$ cat config.mk
export PLATFORM = sky130hd
export DESIGN_NAME = rheed_result_packer
export DESIGN_NICKNAME = d
export VERILOG_FILES = /design/src/rtl/rheed_pkg.sv /design/src/rtl/rheed_result_packer.sv
export SDC_FILE = /design/constraint.sdc
export NUM_CORES = 1
export LEC_CHECK = 0
export BUFFER_PORTS_ARGS = -buffer_cell sky130_fd_sc_hd__buf_2
export CORE_MARGIN = 3
export CORE_UTILIZATION = 52
export DETAILED_ROUTE_END_ITERATION = 8
export GPL_ROUTABILITY_DRIVEN = 0
export GPL_TIMING_DRIVEN = 0
export PLACE_DENSITY_LB_ADDON = 0.12
export SETUP_SLACK_MARGIN = 0.15
export SLEW_MARGIN = 30
export SYNTH_ARGS = -nofsm -noshare
export SYNTH_HDL_FRONTEND = slang
export SYNTH_SLANG_ARGS = --single-unit
$ cat constraint.sdc
create_clock -name clk -period 2.4 [get_ports clk]
set_clock_uncertainty 0.1 [all_clocks]
set_input_delay 0.48 -clock clk [delete_from_list [all_inputs] [get_ports clk]]
set_output_delay 0.48 -clock clk [all_outputs]
set_load 0.02 [all_outputs]
$ cat src/rtl/rheed_pkg.sv
`default_nettype none
// ============================================================================
// Module      : rheed_pkg
// Description : Shared types, record bit positions and the record builder for
//               the RHEED result packing path.
// Revision    : 1.0 - initial release
// ============================================================================
package rheed_pkg;

    localparam int RESULT_W  = 22;
    localparam int N_RESULTS = 5;
    localparam int SEQ_W     = 15;
    localparam int REC_W     = 128;

    // Record bit positions: valid flag, sequence number, two zero pad bits,
    // then the five results packed with d[0] in the least significant slot.
    localparam int REC_VALID_BIT = 127;
    localparam int REC_SEQ_MSB   = 126;
    localparam int REC_SEQ_LSB   = 112;
    localparam int REC_DATA_W    = RESULT_W * N_RESULTS;

    typedef logic [RESULT_W-1:0] result_t;

    // Builds one 128-bit record from a result vector and its sequence tag.
    function automatic logic [REC_W-1:0] make_record(
        input result_t          d [N_RESULTS],
        input logic [SEQ_W-1:0] seq,
        input logic             valid
    );
        logic [REC_W-1:0] rec;
        rec = '0;
        rec[REC_VALID_BIT]             = valid;
        rec[REC_SEQ_MSB:REC_SEQ_LSB]   = seq;
        for (int i = 0; i < N_RESULTS; i++) begin
            rec[i*RESULT_W +: RESULT_W] = d[i];
        end
        return rec;
    endfunction

endpackage
`default_nettype wire

$ cat src/rtl/rheed_result_packer.sv
`default_nettype none
// ============================================================================
// Module      : rheed_result_packer
// Description : Packs 5x22-bit CNN result vectors into 128-bit tagged records,
//               two records per 256-bit AXI-Stream word. A held lone record is
//               emitted as a half word on flush or after an idle timeout.
// Revision    : 1.0 - initial release
// ============================================================================
module rheed_result_packer
    import rheed_pkg::*;
#(
    parameter int BURST_WORDS   = 16,
    parameter int FLUSH_TIMEOUT = 1024
) (
    input  logic               clk,
    input  logic               reset,
    input  logic               flush,
    input  logic               s_axis_tvalid,
    output logic               s_axis_tready,
    input  result_t            s_axis_tdata [N_RESULTS],
    output logic               m_axis_tvalid,
    input  logic               m_axis_tready,
    output logic [2*REC_W-1:0] m_axis_tdata,
    output logic               m_axis_tlast,
    output logic [SEQ_W-1:0]   seq_num
);

    localparam int c_WORD_W  = 2 * REC_W;
    localparam int c_BURST_W = (BURST_WORDS < 2) ? 1 : $clog2(BURST_WORDS);
    localparam int c_TMO_W   = (FLUSH_TIMEOUT < 2) ? 1 : $clog2(FLUSH_TIMEOUT);
    localparam bit c_TMO_EN  = (FLUSH_TIMEOUT != 0);

    localparam logic [c_BURST_W-1:0] c_BURST_LAST = c_BURST_W'(BURST_WORDS - 1);
    localparam logic [c_TMO_W-1:0]   c_TMO_LAST   =
        c_TMO_W'((FLUSH_TIMEOUT == 0) ? 0 : FLUSH_TIMEOUT - 1);

    // Registered state
    logic [REC_W-1:0]    r_hold_rec;
    logic                r_hold_valid;
    logic                r_flush_pend;
    logic [c_TMO_W-1:0]  r_tmo_cnt;
    logic [c_BURST_W-1:0] r_burst_cnt;
    logic [SEQ_W-1:0]    r_seq;
    logic                r_out_valid;
    logic                r_out_last;
    logic [c_WORD_W-1:0] r_out_data;

    // Next-state values
    logic [REC_W-1:0]    w_hold_rec_nxt;
    logic                w_hold_valid_nxt;
    logic                w_flush_pend_nxt;
    logic [c_TMO_W-1:0]  w_tmo_cnt_nxt;
    logic [c_BURST_W-1:0] w_burst_cnt_nxt;
    logic [SEQ_W-1:0]    w_seq_nxt;
    logic                w_out_valid_nxt;
    logic                w_out_last_nxt;
    logic [c_WORD_W-1:0] w_out_data_nxt;

    // Handshake and decision terms
    logic                w_out_free;
    logic                w_s_ready;
    logic                w_beat;
    logic                w_out_hs;
    logic                w_tmo_hit;
    logic                w_do_flush;
    logic [REC_W-1:0]    w_new_rec;

    // Handshakes, flush decision and next values for every register.
    always_comb begin
        w_out_free = !r_out_valid || m_axis_tready;
        // Only a held record needs the output path, so EMPTY always accepts.
        w_s_ready  = !r_hold_valid || w_out_free;
        w_beat     = s_axis_tvalid && w_s_ready;
        w_out_hs   = r_out_valid && m_axis_tready;
        w_new_rec  = make_record(s_axis_tdata, r_seq, 1'b1);
        // >= keeps the timeout armed while the output register is blocked.
        w_tmo_hit  = c_TMO_EN && (r_tmo_cnt >= c_TMO_LAST);
        // A beat in HALF always wins over a flush of the held record.
        w_do_flush = r_hold_valid && !w_beat && w_out_free &&
                     (flush || r_flush_pend || w_tmo_hit);

        w_hold_rec_nxt   = r_hold_rec;
        w_hold_valid_nxt = r_hold_valid;
        w_flush_pend_nxt = r_flush_pend;
        w_tmo_cnt_nxt    = r_tmo_cnt;
        w_burst_cnt_nxt  = r_burst_cnt;
        w_seq_nxt        = r_seq;
        w_out_valid_nxt  = r_out_valid;
        w_out_last_nxt   = r_out_last;
        w_out_data_nxt   = r_out_data;

        // The burst position advances on each delivered word, so a word loaded
        // in the same cycle as a handshake sees the post-handshake count.
        if (w_out_hs) begin
            w_out_valid_nxt = 1'b0;
            if (r_out_last) begin
                w_burst_cnt_nxt = '0;
            end else begin
                w_burst_cnt_nxt = r_burst_cnt + 1'b1;
            end
        end

        if (w_beat) begin
            w_seq_nxt = r_seq + 1'b1;
        end

        if (w_beat && !r_hold_valid) begin
            w_hold_rec_nxt   = w_new_rec;
            w_hold_valid_nxt = 1'b1;
        end else if (w_beat) begin
            w_out_data_nxt   = {w_new_rec, r_hold_rec};
            w_out_last_nxt   = (w_burst_cnt_nxt == c_BURST_LAST);
            w_out_valid_nxt  = 1'b1;
            w_hold_valid_nxt = 1'b0;
            w_flush_pend_nxt = 1'b0;
        end else if (w_do_flush) begin
            w_out_data_nxt   = {{REC_W{1'b0}}, r_hold_rec};
            w_out_last_nxt   = 1'b1;
            w_out_valid_nxt  = 1'b1;
            w_hold_valid_nxt = 1'b0;
            w_flush_pend_nxt = 1'b0;
        end else if (flush && r_hold_valid) begin
            w_flush_pend_nxt = 1'b1;
        end

        // Idle age of the held record; zero on entry to and exit from HALF.
        if (r_hold_valid && w_hold_valid_nxt) begin
            if (r_tmo_cnt != '1) begin
                w_tmo_cnt_nxt = r_tmo_cnt + 1'b1;
            end
        end else begin
            w_tmo_cnt_nxt = '0;
        end
    end

    // State register with synchronous reset; any held or pending data is dropped.
    always_ff @(posedge clk) begin
        if (reset) begin
            r_hold_rec   <= '0;
            r_hold_valid <= 1'b0;
            r_flush_pend <= 1'b0;
            r_tmo_cnt    <= '0;
            r_burst_cnt  <= '0;
            r_seq        <= '0;
            r_out_valid  <= 1'b0;
            r_out_last   <= 1'b0;
            r_out_data   <= '0;
        end else begin
            r_hold_rec   <= w_hold_rec_nxt;
            r_hold_valid <= w_hold_valid_nxt;
            r_flush_pend <= w_flush_pend_nxt;
            r_tmo_cnt    <= w_tmo_cnt_nxt;
            r_burst_cnt  <= w_burst_cnt_nxt;
            r_seq        <= w_seq_nxt;
            r_out_valid  <= w_out_valid_nxt;
            r_out_last   <= w_out_last_nxt;
            r_out_data   <= w_out_data_nxt;
        end
    end

    assign s_axis_tready = w_s_ready;
    assign m_axis_tvalid = r_out_valid;
    assign m_axis_tdata  = r_out_data;
    assign m_axis_tlast  = r_out_last;
    assign seq_num       = r_seq;

endmodule
`default_nettype wire

==> flow_summary.toml, run 1 <==
[pwr]
swShare_pct = 23.5
p_seq_share_pct = 46.3
p_comb_share_pct = 8.9
p_switching_mw = 3.65
power.leakage_nw = 7.99
clkPwrFrac_pct = 44.8
power.density_nw_per_um2 = 835
peakVddDrop_mv = 0.557
p_int_mw = 11.9

[global_routing]
grt_pass1_wl_um = 66000
grt_usage_pct = 28.0
grt-ovfl-total = 0
antenna_found_initial = 2
grt_max_degree = 15
grt_pass1_vias = 12400

[routing]
wl_per_cell_um = 18.2
first_iter_violations = 931
vias = 13400
met2_length_um = 21100
wl_met3_um = 3430
drcViolationCount = 0
ant_nets = 0
avgViaCountPerCell = 5.58
wl_met1_um = 18300
first_pass_iters = 6
top_layer = "met5"
drt-total-wl_um = 44000

[placed_design]
dp_hpwl_um = 30900
place_ws_ps = -711
io_buffers = 383
placed_area_um2 = 16700

[logic_synthesis]
synth_seq_cells = 411
syn_area_per_cell_um2 = 8.99
synth_flop_cell = "dfxtp_1"
synth_warnings = 0
netlist_area_um2 = 14300
synth_cells = 1591
yosysSeqAreaShare_pct = 57.5
async_flop_share_pct = 0
yosysUniqueCellTypes = 43
synth_edf_count = 0

[cells_and_area]
fillers = 2293
design_area_um2 = 18600
multi_input_area_um2 = 5480
fin_util_pct = 68.8
final_layout_size_suffix_gt1_share_pct = 26.5
syn2layout_area_growth_pct = 29.9
regArea_um2 = 8230
fin_nets = 2156

[setup_path]
startpoint_type = "register"
critical_path_peak_fanout = 5
cp.required_ps = 2760
worst-setup-path-type = "reg2reg"
worstPathArrival_ps = 2620
end_kind = "register"

[die]
die_area_um2 = 29500
fp.dieH_um = 172
core-area_um2 = 27000
io_pins = 389
rows = 60
die_x_um = 172
initial_utilization_pct = 52.9

[sta]
rsz0062_at_grt = "true"
slew_violations = 0
worst_slack_ps = 138
tns_ps = 0
finalCriticalPeriod_ps = 2260
hold_violations = 0
period_share_pct = 94.2
slew_headroom_pct = 49.7
setup_viol = 0
max_freq_mhz = 442
hold_slack_ps = 82.4
tightest_slew_ps = 755

[min_path]
holdCritPathClass = "in2reg"

[clock_tree]
cts_sinks = 411
numCtsBuffers = 42
clk_pin_slew_worst_paths_ps = 60
clockBufferDepth = 3
clock_latency_ps = 530
cts-root-buf = "clkbuf_16"
cts_hold_buf = 0
h-tree-depth = 2
cts_tree = "built"

[run]
maxCapViolCount = 0

[outcome]
status = "finished clean"
-- sequential cells by signal (all words and copies together) (netlist names) --
register and flops:
m_axis_tdata 252, r_hold_rec 126, seq_num 15, r_tmo_cnt 10
r_burst_cnt 4, m_axis_tlast 1, m_axis_tvalid 1, r_flush_pend 1
r_hold_valid 1
-- area by class of cell --
| cell class | count | area share (%) |
|---|---|---|
| plain buffers | 146 | 4.26 |
| multi-input cells | 1030 | 29.5 |
| diodes | 1 | 0.0135 |
| clock inverters | 12 | 1.14 |
| inverters | 4 | 0.0808 |
| flip-flops and latches | 411 | 44.3 |
| well taps | 341 | 2.30 |
| clock buffers | 63 | 6.91 |
| repair buffers | 403 | 11.5 |
-- metrics by stage --
stage,std cells,power (mW)
floorplan,1594,8.07
global placement,2318,8.58
detailed placement,2318,8.60
CTS,2406,15.5
global route,2410,16.0
finish,2411,15.5
-- critical path, stage by stage, from the launching register on --
cell and delay, ps:
dfxtp_2 330, ha_4 150, and4_1 210, buf_6 120, a311o_1 350, buf_6 150
a21oi_4 230, buf_12 140, buf_16 130, clkbuf_16 150, a22o_1 110
-- power groups by stage --
| stage | registers, mW | logic, mW | clock network [mW] |
|---|---|---|---|
| 6_report | 7.19 | 1.38 | 6.94 |
| 4_1_cts | 7.18 | 1.36 | 7.00 |
| 3_3_place_gp | 7.32 | 1.26 | 0 |
| 3_5_place_dp | 7.33 | 1.28 | 0 |
| 2_1_floorplan | 7.44 | 0.629 | 0 |
| 5_1_grt | 7.21 | 1.51 | 7.30 |
-- cell usage after synthesis, types with 2 or more instances --
cell type	n	area [um2]
a21oi_1	266	1330
a22o_1	124	1090
a31oi_1	4	25.0
and2_1	3	18.8
and3_1	6	37.5
and4_1	2	17.5
buf_1	20	75.1
buf_2	17	85.1
buf_4	11	82.6
clkbuf_1	101	379
dfxtp_1	411	8230
ha_1	3	37.5
inv_1	3	11.3
mux2i_1	2	20.0
nand2_1	263	987
nand2b_1	5	31.3
nand3_1	138	691
nand4_1	6	37.5
nor2_1	24	90.1
nor3_1	9	45.0
nor3b_1	2	15.0
nor4_1	2	12.5
o21ai_0	132	661
o221a_2	2	22.5
o31ai_1	4	30.0
or2_2	2	12.5
or3_1	3	18.8
or4_1	4	30.0
xnor2_1	3	26.3
xor2_1	6	52.6
-- worst paths after layout --
check                                                 start                        endpoint  slack [ps]  cells past startpoint
worst max-delay path              r_tmo_cnt[1]$_SDFFE_PP0N_  m_axis_tdata[199]$_SDFFE_PP0P_         140                     10
worst min-delay path                       s_axis_tdata[98]  m_axis_tdata[138]$_SDFFE_PP0P_          80                      2
worst max register to register    r_tmo_cnt[1]$_SDFFE_PP0N_  m_axis_tdata[199]$_SDFFE_PP0P_         140                     10
worst min register to register  r_hold_rec[12]$_SDFFE_PP0P_     r_hold_rec[12]$_SDFFE_PP0P_         350                      2
-- cell families after synthesis --
kind of cell | share of synthesized area (%)
other | 0.0262
xor gates and xnor gates | 0.551
and+or+nand+nor | 14.5
buffers and inverters | 4.45
AOI/OAI and AO/OA | 22.5
DFF | 57.5
muxes | 0.140
adders and majority gates | 0.262
-- timing repair --
item / 4_1_cts / 5_1_grt
endpoints found under the setup margin: 346 / 171
setup buffers: 10 / 6
pin swaps: 4 / 2
gates cloned: 3 / 1
resized for setup: 69 / 27
-- layer usage --
layer / vias up / global-route usage, %
met5: - / 0
met2: 485 / 47.4
met1: 6382 / 35.9
li1: 6500 / -
met4: 4 / 8.02
met3: 71 / 6.68
-- placed cells by master (no fill, tap or decap), types with 9 or more instances in the layout --
master | netlist | final
buf_2 | 17 | 395
a21oi_1 | 266 | 266
clkbuf_2 | 0 | 31
o21ai_0 | 132 | 132
buf_6 | 0 | 14
clkbuf_1 | 101 | 84
dfxtp_1 | 411 | 409
nor2_1 | 24 | 23
clkbuf_16 | 0 | 46
nand3_1 | 138 | 138
a22o_1 | 124 | 124
buf_4 | 11 | 21
clkbuf_8 | 0 | 9
nand2_1 | 263 | 263
nor3_1 | 9 | 9
Note: power is estimated with default switching activity, not from simulation.
==> run 2: changes to the inputs <==
Settings changed: GPL_TIMING_DRIVEN 0 to default, MAX_ROUTING_LAYER from default to met4.
==> flow_summary.toml, run 2 (synthesis results as in run 1) <==
[placed_design]
dp_hpwl_um = 25200
io_buffers = 384

[die]
rows = 60
io_pins = 389
die_area_um2 = 29500
fp.dieH_um = 172
die_x_um = 172
initial_utilization_pct = 52.9
core-area_um2 = 27000

[routing]
drt-total-wl_um = 41900
first_iter_violations = 973
wl_per_cell_um = 18.3
avgViaCountPerCell = 5.64
ant_nets = 0
drcViolationCount = 0
vias = 12900
first_pass_iters = 6

[setup_path]
cpMaxStageDelayCell = "a311o_2"
worst-path-stages = 7
cp.required_ps = 2770
r2r.worst_path.cells = 7
critical_path_peak_fanout = 9
path_cells = "ha_2 > and4_2 > a311o_2 > a21oi_4 > buf_12 > buf_6 > a22o_1"
slowest_delay_ps = 480
worst-setup-path-type = "reg2reg"
startpoint_type = "register"
crit_family = "compound AO/OA/AOI/OAI gates"
crit_buf_inv = 2
crit_path_start = "r_tmo_cnt[0]$_SDFFE_PP0N_"
r2r-start = "r_tmo_cnt[0]$_SDFFE_PP0N_"
worstPathArrival_ps = 2600
end_kind = "register"

[sta]
setup_viol = 0
hold_violations = 0
tns_ps = 0
finalCriticalPeriod_ps = 2230
slew_violations = 0
rsz0062_at_grt = "true"
period_share_pct = 92.9
max_freq_mhz = 448

[pwr]
power.density_nw_per_um2 = 823
peakVddDrop_mv = 0.483
power.leakage_nw = 7.72

[cells_and_area]
fin_util_pct = 67.0
n_antenna_cell = 0
final_cell_mix = "dfxtp_1 (410), buf_2 (383), a21oi_1 (266), nand2_1 (262), nand3_1 (138)"
largest_reg_flops = 252
final_layout_size_suffix_gt1_share_pct = 26.1
syn2layout_area_growth_pct = 26.5
fin_nets = 2028
layout_commonest_cell = "dfxtp_1"
fillers = 2302

[run]
maxCapViolCount = 0

[outcome]
status = "finished clean"

[global_routing]
grt_pass1_wl_um = 61600
grt_util_met3_pct = 6.17
met1_usage_pct = 33.7
grt_usage_pct = 26.2
grt_busiest_layer = "met2"
use_met2_pct = 41.7
grt-ovfl-total = 0
grt_max_degree = 95
antenna_found_initial = 0
grt_pass1_vias = 11700

[min_path]
whs_path_depth = 2
holdCritPathClass = "in2reg"
min-delay-start = "s_axis_tdata[40]"

[clock_tree]
cts-root-buf = "clkbuf_16"
clk_pin_slew_worst_paths_ps = 60
numCtsBuffers = 42
cts_hold_buf = 0
cts_sinks = 411
h-tree-depth = 2
cts_tree = "built"
clockBufferDepth = 3
clock_latency_ps = 530
## run 2: cell types whose count changed in the layout (fill, tap and decap cells not counted), moves of 7 or more
| cell | delta |
|---|---|
| clkbuf_1 | -77 |
| clkbuf_2 | -31 |
| buf_12 | +14 |
| buf_2 | -12 |
| buf_6 | -12 |
| buf_4 | -11 |
| clkinv_2 | +7 |
## run 2: metrics by stage
step	cells	hold slack (ps)	area (um2)	worst slack (ps)	power, mW
floorplan	1594	337	14300	279	8.07
global placement	2199	342	16600	186	8.58
detailed placement	2199	347	16600	140	8.60
CTS	2275	59.7	17900	141	14.9
global route	2283	68.9	18100	103	15.4
finish	2283	75.7	18100	169	14.9
## run 2: worst paths after layout
| check | slack (ps) | to |
|---|---|---|
| max | 170 | m_axis_tdata[233]$_SDFFE_PP0P_ |
| min reg2reg | 350 | m_axis_tdata[67]$_SDFFE_PP0P_ |
| max reg2reg | 170 | m_axis_tdata[233]$_SDFFE_PP0P_ |
| min | 80 | m_axis_tdata[212]$_SDFFE_PP0P_ |
## run 2: cell type report
type | count | area [um2] | share of cell area [%]
clock buffers | 62 | 1270 | 7.00
inverters | 4 | 15.0 | 0.0830
well taps | 341 | 427 | 2.36
flip-flops and latches | 411 | 8230 | 45.5
clock inverters | 14 | 98.8 | 0.546
repair buffers | 421 | 2560 | 14.1
multi-input cells | 1030 | 5510 | 30.4
## run 2: what timing repair did
action                                  CTS  global route
resized for setup                         1             8
endpoints found under the setup margin    2           198
pin swaps                                 0             2
buffers inserted                          0             2
gates cloned                              0             6
## run 2: report_power, final
part | switching [mW] | internal [mW] | total [mW] | leakage, nW
sequential | 0.125 | 7.06 | 7.18 | 3.34
combinational | 0.897 | 0.451 | 1.35 | 3.69
clock | 2.61 | 3.76 | 6.37 | 0.690
total | 3.63 | 11.3 | 14.9 | 7.72
## run 2: metal layers
layer,wire (um),vias to the layer above
li1,-,6208
met1,18100,6191
met2,19800,420
met3,3140,57
met4,826,0
met5,0,-
